$ cat config.mk
export PLATFORM = sky130hd
export DESIGN_NAME = hazard_unit
export DESIGN_NICKNAME = d
export VERILOG_FILES = /design/src/rtl/hazard_unit_pkg.sv /design/src/rtl/hazard_slot_pipe.sv /design/src/rtl/hazard_unit.sv
export SDC_FILE = /design/constraint.sdc
export NUM_CORES = 1
export LEC_CHECK = 0
export BUFFER_PORTS_ARGS = -buffer_cell sky130_fd_sc_hd__buf_4
export CAP_MARGIN = 20
export CORE_MARGIN = 5
export CORE_UTILIZATION = 44
export CTS_CLUSTER_SIZE = 25
export DETAILED_ROUTE_END_ITERATION = 7
export GPL_TIMING_DRIVEN = 0
export PLACE_DENSITY = 0.73
export SYNTH_ARGS = -nofsm -noshare
export SYNTH_HDL_FRONTEND = slang
export SYNTH_SLANG_ARGS = --single-unit
$ cat constraint.sdc
create_clock -name CLK -period 5.32 [get_ports CLK]
set_input_delay 0.798 -clock CLK [delete_from_list [all_inputs] [get_ports CLK]]
set_output_delay 0.798 -clock CLK [all_outputs]
set_load 0.005 [all_outputs]
$ cat src/rtl/hazard_unit_pkg.sv
// hazard_unit_pkg: shared types and widths for the hazard unit and its slot pipe
package hazard_unit_pkg;
  localparam int REG_W = 5;
  localparam int CNT_W = 16;
  typedef enum logic [1:0] {RUN, LU_STALL, MEM_WAIT} state_t;
  typedef struct packed {
    logic             valid;
    logic [REG_W-1:0] rd;
    logic             regwr;
    logic             load;
  } slot_t;
endpackage

$ cat src/rtl/hazard_slot_pipe.sv
// hazard_slot_pipe: EX/MEM/WB shadow slots that shift on advance and hold on freeze
module hazard_slot_pipe
  import hazard_unit_pkg::*;
(
  input  logic  CLK,
  input  logic  RST,
  input  logic  advance,
  input  slot_t id_slot,
  output slot_t ex,
  output slot_t mem,
  output slot_t wb
);
  always_ff @(posedge CLK)
    if (RST) begin
      ex  <= '0;
      mem <= '0;
      wb  <= '0;
    end else if (advance) begin
      wb  <= mem;
      mem <= ex;
      ex  <= id_slot;
    end
endmodule

$ cat src/rtl/hazard_unit.sv
// hazard_unit: load-use stall, memory-wait freeze and branch flush control with stall counter
module hazard_unit
  import hazard_unit_pkg::*;
(
  input  logic             CLK,
  input  logic             RST,
  input  logic             id_valid,
  input  logic [REG_W-1:0] id_rs,
  input  logic [REG_W-1:0] id_rt,
  input  logic             id_uses_rt,
  input  logic [REG_W-1:0] id_rd,
  input  logic             id_regwr,
  input  logic             id_load,
  input  logic             dmem_wait,
  input  logic             branch_taken,
  output logic             stall_pc,
  output logic             stall_ifid,
  output logic             bubble_idex,
  output logic             flush_ifid,
  output logic             freeze_all,
  output logic [REG_W-1:0] mem_rd,
  output logic [REG_W-1:0] wb_rd,
  output logic             mem_regwr,
  output logic             wb_regwr,
  output logic [CNT_W-1:0] stall_cnt
);
  state_t state, state_nx;
  slot_t  ex, mem, wb, id_slot;
  logic   hazard, hz_cycle, unused_load;
  hazard_slot_pipe u_pipe (
    .CLK     (CLK),
    .RST     (RST),
    .advance (!freeze_all),
    .id_slot (id_slot),
    .ex      (ex),
    .mem     (mem),
    .wb      (wb)
  );
  assign unused_load = mem.load ^ wb.load;
  // A hazard pending when MEM_WAIT releases is acted on in that same unfrozen cycle,
  // so the dependent instruction can never slip into EX alongside its load.
  always_comb begin
    hazard      = ex.valid && ex.load && ex.regwr && ex.rd != '0 &&
                  (ex.rd == id_rs || (id_uses_rt && ex.rd == id_rt));
    freeze_all  = dmem_wait;
    flush_ifid  = branch_taken && !freeze_all;
    bubble_idex = hazard && !freeze_all;
    hz_cycle    = bubble_idex && !branch_taken;
    stall_pc    = freeze_all || hz_cycle;
    stall_ifid  = stall_pc;
    id_slot     = (id_valid && !bubble_idex && !flush_ifid) ?
                  slot_t'{1'b1, id_rd, id_regwr, id_load} : slot_t'('0);
    state_nx    = dmem_wait ? MEM_WAIT : (state == RUN && hz_cycle) ? LU_STALL : RUN;
    mem_rd      = mem.rd;
    wb_rd       = wb.rd;
    mem_regwr   = mem.valid && mem.regwr && mem.rd != '0;
    wb_regwr    = wb.valid && wb.regwr && wb.rd != '0;
  end
  always_ff @(posedge CLK)
    if (RST) begin
      state     <= RUN;
      stall_cnt <= '0;
    end else begin
      state <= state_nx;
      if (hz_cycle && stall_cnt != '1) stall_cnt <= stall_cnt + 1'b1;
    end
endmodule

# Yosys cells after proc, flatten, opt, wreduce, memory -nomap -nowiden
# Index checks and enable logic that the tools add are counted.
# word_totals
reg_bits	38
latchBits	0
mem_bits_rw	0
mem_bits_ro	0
input_bits	23
output_inout_bits	33
word_cells	40
n_memories	0
# op_classes
add_sub_neg	1
mul	0
n_div	0
magnitude_cmp	0
n_eq_ne	3
shift	0
muxes	1
bitwise_logic	0
n_reduce_logical	24
# op_table
operator	n
$add 16x1->16 const B	1
$ne 16x16->1 const B	1
$logic_and 1x1->1	15
$reduce_bool 5->1	3
$eq 5x5->1	2
$mux 8	1
$logic_not 1->1	4
$logic_or 1x1->1	2

# Longest topological paths before layout
# logic_depth
word_depth	9
ltp_mapped	8
depth_no_buf	7

# Hierarchy
# Synthesis repeated with hierarchy kept, for this count alone.
# unflattened
hier_cells	215
hier_area_um2	2035.7
# modules_own_cells
module	instances	cells_per_inst	area_each_um2
hazard_unit	1	138	1166.1
hazard_slot_pipe	1	77	869.6

# Least setup slack after synthesis
# OpenSTA, ideal clock, no wires.
# synth_path
path_kind	input-to-output
from	in id_rs[4]
to	out stall_pc
arrival_time_ns	1.619
required_ns	4.522
setup_slack_ns	2.903
cell_stages	5
path_cell_list	xnor2_1 > nand3_1 > o22ai_4 > a21o_1 > buf_4
# synth_via
elab_chain_cells	6
# synth_rtl
element	line_no	source
start: declaration	hazard_unit.sv:8	input logic [REG_W-1:0] id_rs,
$eq 5x5->1	hazard_unit.sv:44	(ex.rd == id_rs || (id_uses_rt && ex.rd == id_rt));
$logic_or 1x1->1	hazard_unit.sv:44	
$logic_and 1x1->1	hazard_unit.sv:43	hazard = ex.valid && ex.load && ex.regwr && ex.rd != '0 &&
$logic_and 1x1->1	hazard_unit.sv:47	bubble_idex = hazard && !freeze_all;
$logic_and 1x1->1	hazard_unit.sv:48	hz_cycle = bubble_idex && !branch_taken;
$logic_or 1x1->1	hazard_unit.sv:49	stall_pc = freeze_all || hz_cycle;
end: declaration	hazard_unit.sv:16	output logic stall_pc,
# Every way passes these cells.

# Worst setup path in the final report
# layout_path
from	reg u_pipe.ex[2] (netlist name)
to	out stall_pc
# layout_via
elab_chain_cells	7
elab_cells_between_ends	10
# layout_rtl
element	line_no
$eq 5x5->1	hazard_unit.sv:44
$logic_and 1x1->1	hazard_unit.sv:44
$logic_or 1x1->1	hazard_unit.sv:44
$logic_and 1x1->1 *	hazard_unit.sv:43
$logic_and 1x1->1 *	hazard_unit.sv:47
$logic_and 1x1->1 *	hazard_unit.sv:48
$logic_or 1x1->1 *	hazard_unit.sv:49
# Every way passes the cells marked *; elsewhere a longest branch is shown, timed or not.

==> metrics.csv <==
metric;value;unit
Final min period;2.82;ns
Post-Synth Adder-Cell Area;0.00669;
most common cell after layout, fill and taps aside;buf_4;
I/O Buffers;54;
Global Route Usage Sum;0.158;
synth unique cells;42;
initial antenna violation count;0;
post-synthesis instance area;1870;µm²
area grow syn2layout;32.6;%
total number of vias;1619;
post-cts gate resize count;0;
Post-DP HPWL;3.20;mm
drt pass-1 iters;4;
most used cell along the critical path;buf_4;
crit-path max FO;5;
total nets after synthesis;224;
Critical Path AT;2.02;ns
count of final setup violators;0;
number of enable flip-flop cells after synthesis;0;
Post-Route WL;4.25;mm
antenna cells;0;
total gr overflow;0;
Synth warnings;0;
synthesized flop and latch total;38;
asr flop ratio synth;0;
Simple-Gate Fraction of Synth Area;0.225;
share of layout cells above drive strength 1;0.336;
Rel. slew slack;0.587;
clk buf depth;2;
CTS root buf;clkbuf_8;
DRC Markers;0;
CTS hold repair buffers;0;
dpl cells;304;
Final Cycle Share;0.530;
setup tns final;0;ns
post-synthesis cell count;200;
Core Footprint;4060;µm²
worst-margin pin slew;0.620;ns
Fin. Hold Viols;0;
CTS tree;yes;
die area;5660;µm²
Skew-Pair Late Insertion Delay;0.29;ns
CTS buffer count;5;
most frequent cells in the layout;buf_4 (66), dfxtp_1 (38), nor2_1 (26);
filler instances;364;
sequential cell area fraction in the yosys report;0.407;
post-route ant nets;0;
CP Launch Type;register;
Final Non-Filler Cells;312;
Max Freq;0.355;GHz
routed vias/inst;5.19;
worst ir drop on vdd;0.175;mV
routed wire length per instance;13.6;µm
mux share of post-synthesis cell area;0.0863;
vias in the first global route;1504;
Max-cap violations;0;
Critical Path Max Stage Delay;0.56;ns
top_reg_cell synth;dfxtp_1;
Site Rows;23;
nets;285;
Crit Path Category;register to output port;
Worst EP required;4.52;ns
HP Class;register to register;
largest net degree at the start of global routing;13;
fin. max-slew vios;0;
static leakage;1.11;nW
clk slew on worst S/H paths;0.07;ns
Compound-Gate Fraction of Synth Area;0.125;
Die H;75.2;µm
Final Wtd Congestion;0.781;
DR iter-0 viols;76;
RSZ-0062 raised after global routing;false;
H-tree levels;2;
status;finished clean;
global-route wire length before repair;6.76;mm
postcts setup bufs;0;
pwr dens;258;nW/µm²
CP cell instances;or4_1, o2111ai_2, nor2_1, a21o_1, buf_4, buf_4;
Avg Inst Size Synth;9.35;µm²
slowest CP cell;or4_1;
DIE WIDTH;75.2;µm
CTS Sinks;38;
initial cell density of the core;0.461;
Ports;56;
largest family of logic cells by synthesized area;simple AND/OR/NAND/NOR gates;
Clock Skew;0.00497;ns
XOR/XNOR Fraction of Synth Area;0.0702;
critical path endpoint category;output port;
==> final cells by class <==
type / instances / area, µm² / area share
plain buffers: 20 / 135 / 0.0545
clock inverters: 2 / 60.1 / 0.0242
flip-flops and latches: 38 / 761 / 0.307
well taps: 50 / 62.6 / 0.0252
clock buffers: 6 / 82.6 / 0.0333
inverters: 3 / 13.8 / 0.00555
multi-input cells: 139 / 961 / 0.387
repair buffers: 54 / 405 / 0.163
==> through the flow <==
step / worst slack, ns / util / hold WS (ns) / cell area, µm² / power, mW
after detailed placement: 2.57 / 0.576 / 0.461 / 2340 / 0.344
after CTS: 2.47 / 0.611 / 0.484 / 2480 / 0.645
after floorplan: 2.90 / - / 0.434 / 1870 / 0.321
after global placement: 2.61 / 0.576 / 0.450 / 2340 / 0.343
after global routing: 2.38 / 0.611 / 0.511 / 2480 / 0.663
final: 2.50 / 0.611 / 0.481 / 2480 / 0.640
==> cell usage after synthesis (3+ instances only) <==
cell type,n,area [µm²]
a22o_1,7,61.3
o21ai_1,4,20.0
or4_1,6,45.0
xnor2_1,10,87.6
a21oi_1,8,40.0
o31ai_1,3,22.5
mux2i_1,15,150
buf_4,12,90.1
nand3_1,6,30.0
nand2_1,11,41.3
or3_1,6,37.5
nor2b_1,3,18.8
buf_1,3,11.3
dfxtp_1,38,761
nand4_1,5,31.3
xor2_1,5,43.8
and3_1,3,18.8
nor2_1,26,97.6
==> per-layer routing <==
metal | wire length [µm] | track usage | share of wire | vias to the layer above
met1 | 1890 | 0.197 | 0.45 | 759
met4 | 12 | 0.0466 | 0.0028 | 0
li1 | - | - | - | 822
met2 | 2140 | 0.259 | 0.50 | 36
met5 | 0 | 0 | 0 | -
met3 | 206 | 0.0521 | 0.048 | 2
==> kinds of logic after synthesis <==
group	after synthesis
multiplexers	16
AND/OR/NAND/NOR	77
buffers and inverters	23
XOR/XNOR	15
flip-flops	38
AO/OA/AOI/OAI	30
adder cells (fa/ha/maj)	1
==> where the power goes <==
part / total (mW) / internal, mW / leakage (nW) / switching (mW)
Sequential: 0.290 / 0.287 / 0.307 / 0.00307
Combinational: 0.0471 / 0.0265 / 0.732 / 0.0206
Clock: 0.303 / 0.200 / 0.0714 / 0.103
==> sequential cells by signal, summed over array words and instances, names as in the netlist <==
name / flops
u_pipe.ex: 8
u_pipe.mem: 7
stall_cnt: 16
u_pipe.wb: 7
==> worst max-delay path: cells and delay by family (launching register included) <==
family / cells / cell delay (ns)
AO/OA/AOI/OAI: 2 / 0.46
buffers and inverters: 2 / 0.25
flip-flops: 1 / 0.37
AND/OR/NAND/NOR: 2 / 0.65
==> final timing paths <==
kind              slack, ns                 startpoint  depth (start not counted)                   endpoint
setup / recovery       2.50  u_pipe.ex[2]$_SDFFE_PP0N_                          6                   stall_pc
hold / removal         0.48  u_pipe.ex[1]$_SDFFE_PP0N_                          1  u_pipe.ex[1]$_SDFFE_PP0N_
setup reg to reg       3.16  stall_cnt[0]$_SDFFE_PP0P_                          8  stall_cnt[1]$_SDFFE_PP0P_
hold reg to reg        0.48  u_pipe.ex[1]$_SDFFE_PP0N_                          1  u_pipe.ex[1]$_SDFFE_PP0N_
Note: power is estimated with default switching activity, not from simulation.
